--- src/rtl/reg_file_param_if.sv ---
// reg_file_param_if: decode/writeback bus into the parametrised register file.
interface reg_file_param_if #(
    parameter int DATA_W = 16,
    parameter int ADDR_W = 4
);
    logic [ADDR_W-1:0] rs1;
    logic [ADDR_W-1:0] rs2;
    logic [ADDR_W-1:0] rd;
    logic [DATA_W-1:0] writedata;
    logic              write;
    logic              reserve;
    logic [ADDR_W-1:0] reserve_rd;
    logic [DATA_W-1:0] reg1;
    logic [DATA_W-1:0] reg2;
    logic              busy1;
    logic              busy2;
    logic              init_done;

    modport master (
        output rs1, rs2, rd, writedata, write, reserve, reserve_rd,
        input  reg1, reg2, busy1, busy2, init_done
    );
    modport slave (
        input  rs1, rs2, rd, writedata, write, reserve, reserve_rd,
        output reg1, reg2, busy1, busy2, init_done
    );
endinterface

--- src/rtl/reg_file_param.sv ---
// reg_file_param: parametrised 2R1W register file with bypass, busy scoreboard and post-reset clear.
module reg_file_param #(
    parameter int DATA_W   = 16,
    parameter int ADDR_W   = 4,
    parameter int NUM_REG  = 16,
    parameter int ZERO_REG = 1
) (
    input logic             clock,
    input logic             reset,
    reg_file_param_if.slave bus
);
    typedef enum logic {CLEAR, READY} state_t;

    localparam logic [ADDR_W:0]   NUM  = (ADDR_W+1)'(NUM_REG);
    localparam logic [ADDR_W-1:0] LAST = ADDR_W'(NUM_REG - 1);

    state_t            state;
    logic [ADDR_W-1:0] idx;
    logic [DATA_W-1:0] regs [NUM_REG];
    logic [NUM_REG-1:0] busy;
    logic              wr_ok;
    logic              res_ok;

    function automatic logic valid(input logic [ADDR_W-1:0] a);
        return ({1'b0, a} < NUM) && !(ZERO_REG != 0 && a == '0);
    endfunction

    function automatic logic [DATA_W-1:0] rd_val(input logic [ADDR_W-1:0] a);
        return !valid(a) ? '0 : (wr_ok && bus.rd == a) ? bus.writedata : regs[a];
    endfunction

    function automatic logic busy_val(input logic [ADDR_W-1:0] a);
        return valid(a) && busy[a] && !(wr_ok && bus.rd == a);
    endfunction

    always_comb begin
        wr_ok  = state == READY && bus.write && valid(bus.rd);
        res_ok = state == READY && bus.reserve && valid(bus.reserve_rd);
    end

    always_ff @(posedge clock) begin
        if (reset) begin
            state         <= CLEAR;
            idx           <= '0;
            busy          <= '0;
            bus.reg1      <= '0;
            bus.reg2      <= '0;
            bus.busy1     <= 1'b0;
            bus.busy2     <= 1'b0;
            bus.init_done <= 1'b0;
        end else if (state == CLEAR) begin
            idx       <= idx + 1'b1;
            bus.reg1  <= '0;
            bus.reg2  <= '0;
            bus.busy1 <= 1'b0;
            bus.busy2 <= 1'b0;
            if (idx == LAST) begin
                state         <= READY;
                bus.init_done <= 1'b1;
            end
        end else begin
            bus.reg1  <= rd_val(bus.rs1);
            bus.reg2  <= rd_val(bus.rs2);
            bus.busy1 <= busy_val(bus.rs1);
            bus.busy2 <= busy_val(bus.rs2);
            // a new reservation outranks a completing write to the same register
            for (int i = 0; i < NUM_REG; i++) begin
                if (res_ok && bus.reserve_rd == ADDR_W'(i))
                    busy[i] <= 1'b1;
                else if (wr_ok && bus.rd == ADDR_W'(i))
                    busy[i] <= 1'b0;
            end
        end
    end

    always_ff @(posedge clock) begin
        if (state == CLEAR)
            regs[idx] <= '0;
        else if (wr_ok)
            regs[bus.rd] <= bus.writedata;
    end
endmodule

--- src/flat_wrapper.sv ---
// flat-port wrapper written by rule: the top's interface ports become plain ports
module reg_file_param_flat 
#(
    parameter int DATA_W   = 16,
    parameter int ADDR_W   = 4,
    parameter int NUM_REG  = 16,
    parameter int ZERO_REG = 1
)
  (clock, reset, bus_rs1, bus_rs2, bus_rd, bus_writedata, bus_write, bus_reserve, bus_reserve_rd, bus_reg1, bus_reg2, bus_busy1, bus_busy2, bus_init_done);
  reg_file_param_if #(.DATA_W(DATA_W), .ADDR_W(ADDR_W)) bus_i ();
  input logic clock;
  input logic reset;
  input wire logic [$bits(bus_i.rs1)-1:0] bus_rs1;
  input wire logic [$bits(bus_i.rs2)-1:0] bus_rs2;
  input wire logic [$bits(bus_i.rd)-1:0] bus_rd;
  input wire logic [$bits(bus_i.writedata)-1:0] bus_writedata;
  input wire logic [$bits(bus_i.write)-1:0] bus_write;
  input wire logic [$bits(bus_i.reserve)-1:0] bus_reserve;
  input wire logic [$bits(bus_i.reserve_rd)-1:0] bus_reserve_rd;
  output wire logic [$bits(bus_i.reg1)-1:0] bus_reg1;
  output wire logic [$bits(bus_i.reg2)-1:0] bus_reg2;
  output wire logic [$bits(bus_i.busy1)-1:0] bus_busy1;
  output wire logic [$bits(bus_i.busy2)-1:0] bus_busy2;
  output wire logic [$bits(bus_i.init_done)-1:0] bus_init_done;
  assign bus_i.rs1 = bus_rs1;
  assign bus_i.rs2 = bus_rs2;
  assign bus_i.rd = bus_rd;
  assign bus_i.writedata = bus_writedata;
  assign bus_i.write = bus_write;
  assign bus_i.reserve = bus_reserve;
  assign bus_i.reserve_rd = bus_reserve_rd;
  assign bus_reg1 = bus_i.reg1;
  assign bus_reg2 = bus_i.reg2;
  assign bus_busy1 = bus_i.busy1;
  assign bus_busy2 = bus_i.busy2;
  assign bus_init_done = bus_i.init_done;
  reg_file_param #(.DATA_W(DATA_W), .ADDR_W(ADDR_W), .NUM_REG(NUM_REG), .ZERO_REG(ZERO_REG)) u_core (.clock(clock), .reset(reset), .bus(bus_i));
endmodule
--- config.mk ---
export PLATFORM = sky130hd
export DESIGN_NAME = reg_file_param_flat
export DESIGN_NICKNAME = d
export VERILOG_FILES = /design/src/rtl/reg_file_param_if.sv /design/src/rtl/reg_file_param.sv /design/src/flat_wrapper.sv
export SDC_FILE = /design/constraint.sdc
export NUM_CORES = 1
export LEC_CHECK = 0
export ABC_CLOCK_PERIOD_IN_PS = 3200
export CORE_MARGIN = 3
export CORE_UTILIZATION = 60
export DETAILED_ROUTE_END_ITERATION = 10
export GPL_TIMING_DRIVEN = 0
export PLACE_DENSITY = 0.85
export SLEW_MARGIN = 15
export SYNTH_ARGS = -nofsm -noshare
export SYNTH_HDL_FRONTEND = slang
export SYNTH_SLANG_ARGS = --single-unit
--- constraint.sdc ---
create_clock -name clock -period 3.2 [get_ports clock]
set_input_delay 0.64 -clock clock [delete_from_list [all_inputs] [get_ports clock]]
set_output_delay 0.64 -clock clock [all_outputs]
set_load 0.01 [all_outputs]
After elaboration in Yosys (flattened, before gate mapping) --
Memories as Yosys holds them, arrays and structs flattened. A register that Yosys moved wholly into a read port is not among the register bits. Cells that the tools add are included.
Operators by class: add/subtract/negate cells 1, $lt $le $gt $ge 2, equal/unequal tests 33, muxes and demuxes 45, bitwise gates (word level) 1, reductions and logical operators 89
Operators by type and width (number):
- $eq 4x4->1 const B | 17
- $logic_and 1x1->1 | 42
- $mux 1 | 41
- $reduce_and 2->1 | 17
- $eq 4x3->1 const B | 8
- $reduce_bool 2->1 | 16
- $eq 4x2->1 const B | 4
- $logic_not 4->1 | 4
- $mux 16 | 1
- $reduce_or 16->1 | 1
- $lt 4x5->1 const B | 2
- $bmux 1 s4 | 2
- $eq 4x1->1 const B | 2
- $eq 4x4->1 | 2
- $logic_not 1->1 | 6
- $reduce_or 3->1 | 2
- $add 4x1->4 const B | 1
- $mux 4 | 1
- $reduce_or 2->1 | 1
- $not 1->1 | 1
Word-level totals: bits in registers 24, bits in writable memories 256, input port bits 36, logic and storage cells 193, memories 1
Memories:
- u_core.regs | depth 16, bits a word 16, rd ports 2, clocked after memory_dff 2, wr ports 1, line reg_file_param.sv:19 | logic [DATA_W-1:0] regs [NUM_REG];

Longest topological paths before layout --
Gate-level depths: netlist of the first run.
word-level depth 8, depth in mapped cells 8, gate-level depth less buffers 5

Worst setup path before layout of the first run --
No wires, ideal clock.
path type in2reg, from input port bus_rd[0], to memory u_core.regs[15][0], enable pin, library setup time 388 ps, data arrival time 2367 ps, required time 2812 ps, setup slack 445 ps, stages 5, buffers on the path 1, cell sequence buf_2 -> nor4_1 -> nor2_1 -> o22a_1 -> nor2_1
On the way: longest elaborated chain between the ends 8, elaborated cells on any way between the ends 9, classes of those cells mux (5); reduce/logical (4)
RTL lines:
- start, declared | line flat_wrapper.sv:15 | input wire logic [$bits(bus_i.rd)-1:0] bus_rd;
- $logic_not 4->1 | line reg_file_param.sv:25 | return ({1'b0, a} < NUM) && !(ZERO_REG != 0 && a == '0);
- $logic_not 1->1 | line reg_file_param.sv:25
- $logic_and 1x1->1 | line reg_file_param.sv:37 | wr_ok = state == READY && bus.write && valid(bus.rd);
- $mux 1 | line reg_file_param.sv:79 | else if (wr_ok)
- $mux 1 | line reg_file_param.sv:77 | if (state == CLEAR)
- $mux 1 (not written as such) | line reg_file_param.sv:80 | regs[bus.rd] <= bus.writedata;
- $reduce_or 16->1 (no line)
- $mux 4 (no line) / $mux 1 (equally long branches)
- end, declared | line reg_file_param.sv:19
Parallel ways exist; a longest one is shown, timed or not.

Worst setup path after layout of the first run --
from input port bus_rs1[2], to register u_core.bus.reg1[3] (read register of u_core.regs)
On the way: longest elaborated chain between the ends 2
RTL lines:
- start, declared | line flat_wrapper.sv:13 | input wire logic [$bits(bus_i.rs1)-1:0] bus_rs1;
- $logic_not 4->1 | line reg_file_param.sv:25
- $reduce_or 3->1 (no line)
- end, declared | line reg_file_param_if.sv:25 | output reg1, reg2, busy1, busy2, init_done
Parallel ways exist; a longest one is shown, timed or not. A chain may end at the register's enable or synchronous reset.

==> results of run 1 <==
worst max-delay path: cells and delay by family:
| kind | cells | cell delay, ps |
|---|---|---|
| and+or+nand+nor | 1 | 110 |
| buffers and inverters | 4 | 2110 |
| AOI/OAI and AO/OA | 3 | 520 |
| xor gates and xnor gates | 1 | 210 |
power by group through the flow:
| stage | sequential (mW) | clock (mW) | combinational [mW] |
|---|---|---|---|
| finish | 4.45 | 3.52 | 0.753 |
| global placement | 4.53 | 0 | 0.682 |
| floorplan | 4.52 | 0 | 0.483 |
| global route | 4.46 | 3.69 | 0.780 |
| CTS | 4.45 | 3.52 | 0.739 |
| detailed placement | 4.54 | 0 | 0.727 |
registers in the layout (all words and copies together), names as in the netlist, 4 cells and up:
| register | flops |
|---|---|
| u_core.bus.reg2 | 16 |
| u_core.busy | 16 |
| u_core.bus.reg1 | 16 |
| u_core.regs | 256 |
| u_core.idx | 4 |
per-stage QoR:
| stage | std cells | util | cell area, um2 | worst slack, ps | TNS, ps |
|---|---|---|---|---|---|
| CTS | 1243 | 0.719 | 16600 | 0.842 | 0 |
| global placement | 1171 | 0.665 | 15300 | -1170 | -285490 |
| detailed placement | 1185 | 0.677 | 15600 | -653 | -122660 |
| global route | 1243 | 0.719 | 16600 | -0.0484 | -0.0484 |
| floorplan | 794 | - | 14300 | 445 | 0 |
| finish | 1243 | 0.719 | 16600 | 28.4 | 0 |
synth_stat cells (all sizes together), types with 10 or more instances:
library cell  instances
nand2                36
buf                  31
o22ai                33
nor2                 30
a21oi                15
clkbuf               25
dfxtp                56
nor2b                10
o21ai                17
edfxtp              256
inv                  50
mux4                170
metal layers:
metal / part of all wire / up-vias
li1: - / 3498
met1: 0.33 / 4542
met2: 0.48 / 865
met3: 0.13 / 183
met4: 0.052 / 2
met5: 0.00032 / -
cells by family (layout without fill, tap and decap cells):
logic type,Yosys count,in the layout,share of synthesized area
AND/OR/NAND/NOR,108,108,0.0375
XOR/XNOR,11,11,0.00674
multiplexers,171,171,0.269
buffers and inverters,106,242,0.0305
AO/OA/AOI/OAI,85,85,0.0397
flip-flops,312,312,0.616
adder cells (fa/ha/maj),1,1,0.000875
layout make-up:
type                       instances  share of cell area
buffer                            56              0.0155
clock buffer                      36              0.0491
clock inverter                    22             0.00966
inverter                          50              0.0113
multi-input combinational        376               0.308
sequential                       312               0.531
tap                              313              0.0236
timing repair buffer              78              0.0518
worst max path at each step:
stage | start | slack (ps) | cells after the start | to
detailed placement | bus_write | -650 | 6 | u_core.regs[15][14]
floorplan | bus_rd[0] | 440 | 5 | u_core.regs[15][0]
global placement | bus_rd[2] | -1170 | 6 | u_core.regs[15][2]
finish | bus_rs1[2] | 30 | 9 | u_core.bus.reg1[3]
global route | bus_rd[2] | -0.05 | 7 | u_core.regs[7][10]
CTS | bus_rd[2] | 0.8 | 9 | u_core.bus.reg2[3]
what timing repair did:
| item | in CTS | in global routing |
|---|---|---|
| resized for setup | 1 | 7 |
| pin swaps | 0 | 1 |
| endpoints found under the setup margin | 119 | 115 |
| hold buffers | 0 | 0 |
==> impl_results.md, run 1 <==
* Tightest slew margin relative to the limit at 0.219
* Number of nets with antenna violations after detailed routing at 0
* Startpoint of the most critical hold path: u_core.bus.init_done
* Total power per unit cell area at 526 mW/mm2
* Required time at the endpoint of the critical path at ~3600 ps
* Port buffer count at 64
* Met2 demand-to-capacity share in global routing at 0.517
* Footprint of the multi-input gates at 0.00510 mm2
* Final-layout fill cell count at between 1000 and 1500
* Largest voltage drop on the vdd net at 516 uV
* Register Area at approximately 0.0088 mm2
* Net switching power figure at ~2 mW
* Total via count in the routed design at between 9000 and 10000
* Sink Count at approximately 310
* Sequential share of power at 0.510
* Commonest non-fill, non-tap cell in the layout: sky130_fd_sc_hd__edfxtp_1
* Part of the power in combinational logic at 0.086
* Period utilisation layout at 0.991
* Number of buffers on the longest clock path at 3
* Post-synth top area share at 0.538
* Fraction of final layout cells sized beyond drive strength 1 at 0.305
* Most used cell along the critical path: sky130_fd_sc_hd__clkbuf_1
* Category of the critical setup timing path: in2reg
* Clk Tree Root Cell: sky130_fd_sc_hd__clkbuf_16
* Clock share of power at 0.403
* I/O pin count at 71
* Overflow left after global routing at 0
* Clock latency on the worst-skew pair at 570 ps
* Most frequent cells in the layout: sky130_fd_sc_hd__edfxtp_1 (256), sky130_fd_sc_hd__mux4_2 (170), sky130_fd_sc_hd__clkdlybuf4s50_1 (64)
* GR Layer Usage met1 at 0.415
* Worst reg2reg path endpoint: u_core.bus.reg2[8]
* Die Area at about 0.026 mm2
* Class of the tightest hold or removal check: reg2reg
* Flops & latches, synth at between 300 and 400
* Pin slew with the least headroom to its limit at between 1000 and 1500 ps
* Router iterations before antenna repair at 5
* Total Nets Final at roughly 940
* Final critical path time including I/O delays and setup at between 3000 and 4000 ps
* Worst-path fanout max at 10
* Number of antenna repair diodes at 0
* Initial antenna violation count at 1
* Leakage power total at around 5.7 nW
* Sum of net half-perimeters after detailed placement at 26.4 mm
* Cell taking the most area after synthesis: sky130_fd_sc_hd__edfxtp_1
* Nature of the critical path endpoint: register
* Mean instance size in the synthesized netlist at approximately 18 um2
* Vias per Instance at around 7.3
* Hold path cells at 2
* Internal portion of total power at 6.75 mW
* Vert. Die Dim at between 150 and 200 um
* Count of standard-cell rows at 55
* Worst-case clock skew at 15.1 ps
* Fmax achieved at ~0.32 GHz
* Final number of hold-violating endpoints at 0
* Synthesized Nets at around 830
* Worst Hold Endpoint: u_core.bus.init_done
* First-pass GRT wire length at 60.6 mm
* Number of max-cap violations at 0
* Async set-reset flop share out of synthesis at 0
* Number of setup buffers added after CTS at 0
* Busiest layer in global routing: met2
* Count of final max-slew check failures at 0
* Met3 Track Usage GR at 0.105
* Element type at the critical path start: input port
* TritonCTS clock tree: done
* Initial Utilization at 0.620
* Delay of the slowest cell on the worst path at 720 ps
* Crit path DAT at 3590 ps
* Routed wirelength normalized by instance count at approximately 33 um
* Area Overhead vs Synth at 16.0%
* Hold_ws at 483 ps
* Depth of the worst register-to-register path at 7
* Number of synthesized flops with an enable pin at around 260
* Netlist area before placement at approximately 0.014 mm2
* GRT Total Usage at 0.325
* Crit-path cells: clkdlybuf4s50_1 > clkbuf_1 > xor2_1 > o32a_1 > a21oi_1 > nand4bb_1 > clkbuf_1 > buf_2 > o22ai_1
* Clock buffers created by TritonCTS at 31
* Die boundary width at between 150 and 200 um
* Residual DRC at 0
* Gpl congestion at roughly 0.85
* Sequential cell area fraction in the yosys report at 0.616
* FF-to-FF setup slack at approximately 160 ps
* # setup viols final at 0
* Unrepaired setup endpoints after global routing: yes
* H-tree depth reported by CTS at 1
* Number of global-route vias before repair at about 9400
* Origin of the critical flop-to-flop path: u_core.idx[1]
* Run status: finished, final reports clean
* Main area contributors after synthesis: sky130_fd_sc_hd__edfxtp_1 (54%), sky130_fd_sc_hd__mux4_2 (27%), sky130_fd_sc_hd__dfxtp_1 (7.8%), sky130_fd_sc_hd__o22ai_1 (1.4%), sky130_fd_sc_hd__inv_1 (1.3%)
* Violation count after the first detailed-routing iteration at ~1300
* Switching fraction of total power at 0.226
* Total power of the final layout at between 8 and 9 mW
* Cells after Synth at between 700 and 800
* Maximum number of pins on one net before global-route repair at 17
* Count of cell types in the netlist at 44
* Most common flop cell mapped by yosys: sky130_fd_sc_hd__edfxtp_1
* Yosys warnings at 0
* Crit path max-delay cell type: sky130_fd_sc_hd__clkbuf_1
* Clock transition time at the flip-flop clock pins of the worst setup and hold paths at approximately 60 ps
* Area inside the core boundary at 0.0231 mm2
* Total Routed Length at about 40 mm
No activity file was read; power rests on OpenSTA's default activity.
==> run 2, diff against run 1 <==
--- a/config.mk
+++ b/config.mk
@@ -10,6 +10,7 @@
 export CORE_UTILIZATION = 60
 export DETAILED_ROUTE_END_ITERATION = 10
 export GPL_TIMING_DRIVEN = 0
+export MAX_ROUTING_LAYER = met4
 export PLACE_DENSITY = 0.85
 export SLEW_MARGIN = 15
 export SYNTH_ARGS = -nofsm -noshare
==> impl_results.md, run 2 (synthesized netlist as in run 1, its figures left out) <==
* Run status: finished, final reports clean
* Clock transition time at the flip-flop clock pins of the worst setup and hold paths at 60 ps (about the same)
* Number of nets with antenna violations after detailed routing at 0 (unchanged)
* Routed wirelength normalized by instance count at 33.2 um (about the same)
* H-tree depth reported by CTS at 1 (unchanged)
* Number of max-cap violations at 0 (unchanged)
* Crit path max-delay cell type: sky130_fd_sc_hd__clkbuf_1
* Gpl congestion at 0.862 (+1.6%)
* Worst-case clock skew at 13.0 ps (-2.16 ps)
* Number of buffers on the longest clock path at 3 (unchanged)
* Commonest non-fill, non-tap cell in the layout: sky130_fd_sc_hd__edfxtp_1
* Number of global-route vias before repair at 9419 (+0.12%)
* Period utilisation layout at 0.987 (-0.00428)
* Maximum number of pins on one net before global-route repair at 17 (unchanged)
* Category of the critical setup timing path: in2reg
* Largest register FFs at 256 (unchanged)
* Final number of hold-violating endpoints at 0 (unchanged)
* Nature of the critical path endpoint: register
* Register Area at 0.00881 mm2 (unchanged)
* Pin slew with the least headroom to its limit at 1180 ps (+17.8 ps)
* Residual DRC at 0 (unchanged)
* Most used cell along the critical path: sky130_fd_sc_hd__clkbuf_1
* Crit path DAT at 3580 ps (about the same)
* Origin of the critical flop-to-flop path: u_core.idx[1]
* Total power per unit cell area at 526 mW/mm2 (about the same)
* Overflow left after global routing at 0 (unchanged)
* Footprint of the multi-input gates at 0.00510 mm2 (unchanged)
* Fin worst setup slack at 42.1 ps (+13.7 ps)
* Die Area at 0.0257 mm2 (unchanged)
* I/O pin count at 71 (unchanged)
* Router iterations before antenna repair at 5 (unchanged)
* # setup viols final at 0 (unchanged)
* Sink Count at 312 (unchanged)
* Clock latency on the worst-skew pair at 580 ps (about the same)
* Net switching power figure at 1.98 mW (+0.31%)
* Total negative slack for setup checks at 0 ps (unchanged)
* Total via count in the routed design at 9132 (+0.46%)
* Initial Utilization at 0.620 (unchanged)
* TritonCTS clock tree: done
* Required time at the endpoint of the critical path at 3620 ps (about the same)
* Count of standard-cell rows at 55 (unchanged)
* Port buffer count at 64 (unchanged)
* Clk Tree Root Cell: sky130_fd_sc_hd__clkbuf_16
* Clock buffers created by TritonCTS at 31 (unchanged)
* Non-Filler Cell Area, Final at 0.0166 mm2 (about the same)
* First-pass GRT wire length at 60.6 mm (about the same)
* Switching fraction of total power at 0.227 (+0.000548)
* Fmax achieved at 0.317 GHz (+0.43%)
* Tightest slew margin relative to the limit at 0.207 (-0.0120)
* Delay of the slowest cell on the worst path at 710 ps (about the same)
* Total Nets Final at 942 (unchanged)
* Area Overhead vs Synth at 16.0% (about the same)
* Initial antenna violation count at 1 (unchanged)
* Violation count after the first detailed-routing iteration at 1507 (+12%)
* Critical path launch point: bus_rs1[2]
* GRT Total Usage at 0.335 (+0.00997)
* Count of final max-slew check failures at 0 (unchanged)
* Vias per Instance at 7.34 (+0.38%)
* Worst-path fanout max at 10 (unchanged)
* Leakage power total at 5.67 nW (about the same)
* Total Routed Length at 41.3 mm (+0.16%)
* Internal portion of total power at 6.75 mW (about the same)
* Placed instance area at 0.0156 mm2 (unchanged)
* Final critical path time including I/O delays and setup at 3160 ps (-13.7 ps)
* Die boundary width at 160 um (unchanged)
* Crit-path cells: clkdlybuf4s50_1 > clkbuf_1 > xor2_1 > o32a_1 > a21oi_1 > nand4bb_1 > clkbuf_1 > buf_2 > o22ai_1
* Worst setup slack after placement at -653 ps (unchanged)
* Register bank with the most flops: u_core.regs
* Class of the tightest hold or removal check: reg2reg
* Area inside the core boundary at 0.0231 mm2 (unchanged)
* Final-layout fill cell count at 1321 (unchanged)
* Unrepaired setup endpoints after global routing: yes
* FF-to-FF setup slack at 200 ps (+40 ps)
* Startpoint of the most critical hold path: u_core.bus.init_done
* Most frequent cells in the layout: sky130_fd_sc_hd__edfxtp_1 (256), sky130_fd_sc_hd__mux4_2 (170), sky130_fd_sc_hd__clkdlybuf4s50_1 (64)
* Clock share of power at 0.404 (about the same)
* Largest voltage drop on the vdd net at 517 uV (about the same)
* Fraction of final layout cells sized beyond drive strength 1 at 0.305 (unchanged)
* Part of the power in combinational logic at 0.086 (about the same)
* Sequential share of power at 0.510 (about the same)
* Vert. Die Dim at 160 um (unchanged)
* Sum of net half-perimeters after detailed placement at 26.4 mm (unchanged)
* Element type at the critical path start: input port
run 2: cell count changes in the layout (fill, tap and decap cells not counted):
cell and delta:
sky130_fd_sc_hd__diode_2 +1
run 2: per-layer routing:
layer | up-vias | wire length, um | global-route usage
li1 | 3491 | - | -
met1 | 4561 | 13600 | 0.418
met2 | 881 | 19900 | 0.515
met3 | 199 | 5550 | 0.0988
met4 | 0 | 2230 | 0.154
met5 | - | 0 | -
run 2: final timing paths:
check / cells past startpoint / to
worst max-delay path: 9 / u_core.bus.reg1[3]
worst min-delay path: 2 / u_core.bus.init_done
worst max register to register: 7 / u_core.bus.reg2[8]
worst min register to register: 2 / u_core.bus.init_done
run 2: final cells by class:
class	instances	area share
clock inverter	22	0.00966
buffer	56	0.0155
tap	313	0.0236
antenna	1	0.000151
inverter	50	0.0113
multi-input combinational	376	0.308
timing repair buffer	78	0.0518
sequential	312	0.531
clock buffer	36	0.0491
run 2: stage by stage:
step	power [mW]	std cells	utilization	hold slack, ps
after detailed placement	5.26	1185	0.677	467
after floorplan	5.01	794	-	451
after global routing	8.92	1244	0.719	520
final	8.73	1244	0.719	488
after global placement	5.21	1171	0.665	453
after CTS	8.71	1243	0.719	481
run 2: power by group through the flow:
stage          combinational, mW  clock (mW)  sequential (mW)
3_3_place_gp               0.682           0             4.53
5_1_grt                    0.780        3.69             4.46
3_5_place_dp               0.727           0             4.54
6_report                   0.753        3.52             4.45
2_1_floorplan              0.483           0             4.52
4_1_cts                    0.739        3.52             4.45
run 2: repair_timing:
action                     4_1_cts  5_1_grt
resized for setup                1        7
setup endpoints to repair      119      120
setup buffers                    0        0
pin swaps                        0        1
hold buffers                     0        0
run 2: worst max-delay path: cells and delay by family:
family,cells,cell delay (ps)
AND/OR/NAND/NOR,1,110
AO/OA/AOI/OAI,3,510
buffers and inverters,4,2100
XOR/XNOR,1,210
==> RTL edit 1: new RTL, settings of run 1 <==
Reset style: asynchronous (`reset`), changed in one clocked block.
--- a/src/rtl/reg_file_param.sv
+++ b/src/rtl/reg_file_param.sv
@@ -38,7 +38,7 @@
         res_ok = state == READY && bus.reserve && valid(bus.reserve_rd);
     end
 
-    always_ff @(posedge clock) begin
+    always_ff @(posedge clock or posedge reset) begin
         if (reset) begin
             state         <= CLEAR;
             idx           <= '0;
Check against the original RTL: no difference found for any inputs over 10 cycles, from zero or initial values and one cycle with reset high; that may be too few to reach the edited logic, so the function may still have changed.
==> RTL edit 1 against run 1 <==
Area after synthesis is 2.9% higher. Count of clock-buffer cells in the layout up 19. Total power grew 6.1%. Final area rose by 2.6%. Setup slack improved by 43 ps. Sequential cell count unchanged. Wire length decreased by 5.1%. Register-to-register slack improved by 70 ps. Critical path type unchanged. Largest power group unchanged.
==> RTL edit 1: results <==
placement:
  gp_congestion: 0.969
  hpwl_mm: 27.0
  post-place-ws_ps: -253
  dp.cells: 1201
  port_buffers: 60
  place_area_um2: 16000
global_route:
  grt_use_total_pct: 30.6
  antenna_found_initial: 0
  grt_pass1_vias: 9514
  grt_util_met3_pct: 7.15
  grt_pass1_wl_mm: 58.6
  use_met1_pct: 41.0
  grt_max_degree: 57
clock_tree:
  clock_latency_ps: 520
  cts.repair.resized: 0
  cts_max_level: 2
  cts_buffers: 34
drt:
  wl_met1_mm: 13.5
  met3_length_mm: 4.82
  vias: 9158
  wl_per_cell_um: 31.0
  top_layer_used: "met4"
  dr_wl_met2_mm: 18.8
  drt_first_pass_iters: 10
setup_path:
  r2r_slack_ps: 230
  critical-path-max-stage-delay_ps: 600
  arrival_ps: 3350
  critPathLaunch: "bus_write"
  critPathSlowestCell: "clkdlybuf4s50_1"
  r2r_cells: 6
  rr_endpoint: "u_core.regs[1][2]$_DFFE_PP_"
  cp_max_fo: 10
power_and_ir_drop:
  power.density_nw_per_um2: 544
  power.sequential.fraction_pct: 49.4
  p_sw_mw: 2.13
  vdd_ir_drop_max_v: 0.000453
  total_leakage_power_nw: 6.25
  clk-power_mw: 3.69
synthesis:
  synthMuxAreaShare_pct: 24.0
  synth_area_leaders: "edfxtp_1 52%, mux4_2 19%, dfrtp_1 9.5%"
  synth_compound_area_share_pct: 5.77
  synthArstFlopShare_pct: 17.9
  yosysWarnings: 0
  synthXorXnorAreaFrac_pct: 0.655
  synthAdderAreaFrac_pct: 0.0851
  seq_area_frac_synth_pct: 61.8
  synthTopCellsByCount: "256 x edfxtp_1, 124 x mux4_2, 56 x dfrtp_1"
min_path:
  hold_class: "flop to flop"
run_status:
  status: "finished, final reports clean"
timing:
  whs_ps: 476
  fin_skew_ps: 12.6
cells_and_area:
  final_layout_size_suffix_gt1_share_pct: 26.4
  nets: 955
[RTL edit 1: changes by cell type after synthesis, moves of 17 or more]
| cell | delta |
|---|---|
| o22ai_1 | -33 |
| a32o_1 | +30 |
| nor2b_1 | +22 |
| a211o_1 | +30 |
| mux2i_1 | +35 |
| inv_1 | -46 |
| dfxtp_1 | -56 |
| and2_1 | +17 |
| dfrtp_1 | +56 |
| mux4_2 | -46 |
[RTL edit 1: final cells by class]
| type | instances | area (µm²) |
|---|---|---|
| tap | 319 | 399 |
| buffer | 64 | 412 |
| timing repair buffer | 76 | 826 |
| fill | 1405 | 6740 |
| inverter | 4 | 17.5 |
| multi-input combinational | 426 | 5230 |
| sequential | 312 | 9090 |
| clock inverter | 6 | 46.3 |
| clock buffer | 55 | 1000 |
[RTL edit 1: logic make-up (layout without fill, tap and decap cells)]
logic type	count (synthesis)	in the layout
compound gates	105	105
xor+xnor	11	11
fa+ha+maj	1	1
buf+inv	68	205
flops	312	312
mux	175	175
simple gates	134	134
[RTL edit 1: how the worst min path moves through the flow]
stage / from / to / depth (start not counted)
after floorplan: u_core.busy[0]$_DFFE_PP0P_ / u_core.busy[0]$_DFFE_PP0P_ / 1
after global placement: u_core.bus.init_done$_DFFE_PP0P_ / u_core.bus.init_done$_DFFE_PP0P_ / 1
after detailed placement: u_core.bus.init_done$_DFFE_PP0P_ / u_core.bus.init_done$_DFFE_PP0P_ / 1
after CTS: u_core.bus.init_done$_DFFE_PP0P_ / u_core.bus.init_done$_DFFE_PP0P_ / 1
after global routing: u_core.bus.init_done$_DFFE_PP0P_ / u_core.bus.init_done$_DFFE_PP0P_ / 1
final: u_core.bus.init_done$_DFFE_PP0P_ / u_core.bus.init_done$_DFFE_PP0P_ / 1
==> RTL edit 2: new RTL, config.mk and constraints of run 1 <==
Made on the original files. `ZERO_REG` is set to 1 in 2 places; all go to 0.
--- a/src/rtl/reg_file_param.sv
+++ b/src/rtl/reg_file_param.sv
@@ -3,7 +3,7 @@
     parameter int DATA_W   = 16,
     parameter int ADDR_W   = 4,
     parameter int NUM_REG  = 16,
-    parameter int ZERO_REG = 1
+    parameter int ZERO_REG = 0
 ) (
     input logic             clock,
     input logic             reset,
--- a/src/flat_wrapper.sv
+++ b/src/flat_wrapper.sv
@@ -4,7 +4,7 @@
     parameter int DATA_W   = 16,
     parameter int ADDR_W   = 4,
     parameter int NUM_REG  = 16,
-    parameter int ZERO_REG = 1
+    parameter int ZERO_REG = 0
 )
   (clock, reset, bus_rs1, bus_rs2, bus_rd, bus_writedata, bus_write, bus_reserve, bus_reserve_rd, bus_reg1, bus_reg2, bus_busy1, bus_busy2, bus_init_done);
   reg_file_param_if #(.DATA_W(DATA_W), .ADDR_W(ADDR_W)) bus_i ();
Behaviour: same outputs for any inputs over 10 cycles, from zero or initial values and one cycle with reset high; that may be too few to reach the edited logic, so the function may still have changed.
==> RTL edit 2 against run 1 <==
First-iteration DRC count decreased by 3.8%. Area after synthesis decreased by 0.39%. Non-clock buffer count increased by 10. Final area decreased by 0.45%. Die area decreased by 0.38%. Fmax increased by 8.5%. Total power increased by 0.25%. Setup slack improved by 250 ps. Sequential cell count unchanged. Wire length decreased by 3.4%. Critical path type unchanged.
==> RTL edit 2: results <==
placement:
  gp_congestion: 0.879
  hpwl_mm: 26.0
  port_buffers: 62
global_route:
  use_met2_pct: 49.8
  use_met1_pct: 42.5
  antenna_found_initial: 0
  grt_pass1_wl_mm: 59.5
  grt_use_total_pct: 31.2
run_status:
  status: "finished, final reports clean"
cells_and_area:
  final_layout_size_suffix_gt1_share_pct: 27.7
setup_path:
  rr_startpoint: "u_core.idx[0]$_SDFFE_PP0N_"
  arrival_ps: 3240
  critPathLaunch: "bus_write"
drt:
  finalWirelength_mm: 39.8
  drt_first_pass_iters: 6
  drt-initial-drc-count: 1295
timing:
  slew_headroom_pct: 40.0
clock_tree:
  clock_latency_ps: 590
  cts.repair.resized: 0
synthesis:
  synthTopCellsByCount: "256 x edfxtp_1, 138 x mux4_2, 64 x a22o_1"
  seq_area_frac_synth_pct: 61.9
  synth.distinct_cells: 46
  synth_area_leaders: "edfxtp_1 54%, mux4_2 22%, dfxtp_1 7.9%"
  syn_nets: 869
power_and_ir_drop:
  p_sw_mw: 1.97
## RTL edit 2: cells by family (layout without fill, tap and decap cells)
family / Yosys count / after routing / share of synthesized area [%]
AO/OA/AOI/OAI: 146 / 146 / 7.95
XOR/XNOR: 15 / 15 / 0.923
adder cells (fa/ha/maj): 1 / 1 / 0.0879
buffers and inverters: 84 / 220 / 3.03
flip-flops: 312 / 312 / 61.9
multiplexers: 139 / 139 / 21.9
AND/OR/NAND/NOR: 135 / 135 / 4.24
## RTL edit 2: path summary, 6_finish.rpt
path | endpoint | slack [ps] | cells past startpoint
setup / recovery | u_core.regs[6][2]$_DFFE_PP_ | 280 | 8
hold reg to reg | u_core.bus.init_done$_SDFFE_PP0P_ | 490 | 2
hold / removal | u_core.bus.init_done$_SDFFE_PP0P_ | 490 | 2
setup reg to reg | u_core.bus.reg1[13]$_SDFF_PP0_ | 620 | 7
## RTL edit 2: power by group through the flow
| stage | combinational, mW | sequential [mW] | clock (mW) |
|---|---|---|---|
| 2_1_floorplan | 0.463 | 4.52 | 0 |
| 3_3_place_gp | 0.658 | 4.53 | 0 |
| 3_5_place_dp | 0.694 | 4.53 | 0 |
| 4_1_cts | 0.705 | 4.45 | 3.56 |
| 5_1_grt | 0.751 | 4.46 | 3.73 |
| 6_report | 0.721 | 4.46 | 3.57 |
## RTL edit 2: critical path: stages
cell             delay, ps
clkdlybuf4s50_1        570
and2_1                 170
buf_6                  110
clkbuf_1               450
nor2_1                  70
a21boi_0               660
nor2_2                 320
buf_8                  250
## RTL edit 2: stage by stage
stage | cell area (µm²) | setup slack, ps | cells
finish | 16500 | 276 | 1281
global route | 16500 | 165 | 1281
CTS | 16500 | 341 | 1281
detailed placement | 15500 | -241 | 1223
floorplan | 14200 | 713 | 832
global placement | 15300 | -873 | 1207
## RTL edit 2: layout make-up
type | instances | area (µm²) | share of cell area, %
multi-input combinational | 436 | 5040 | 30.5
sequential | 312 | 8810 | 53.4
clock inverter | 20 | 190 | 1.15
clock buffer | 38 | 802 | 4.86
inverter | 18 | 67.6 | 0.409
timing repair buffer | 78 | 846 | 5.12
tap | 313 | 392 | 2.37
buffer | 66 | 364 | 2.21
## RTL edit 2: layer usage
| metal | share of wire [%] | up-vias |
|---|---|---|
| met5 | 0 | - |
| met4 | 4.2 | 0 |
| met3 | 14 | 151 |
| met2 | 48 | 855 |
| met1 | 34 | 4675 |
| li1 | - | 3637 |
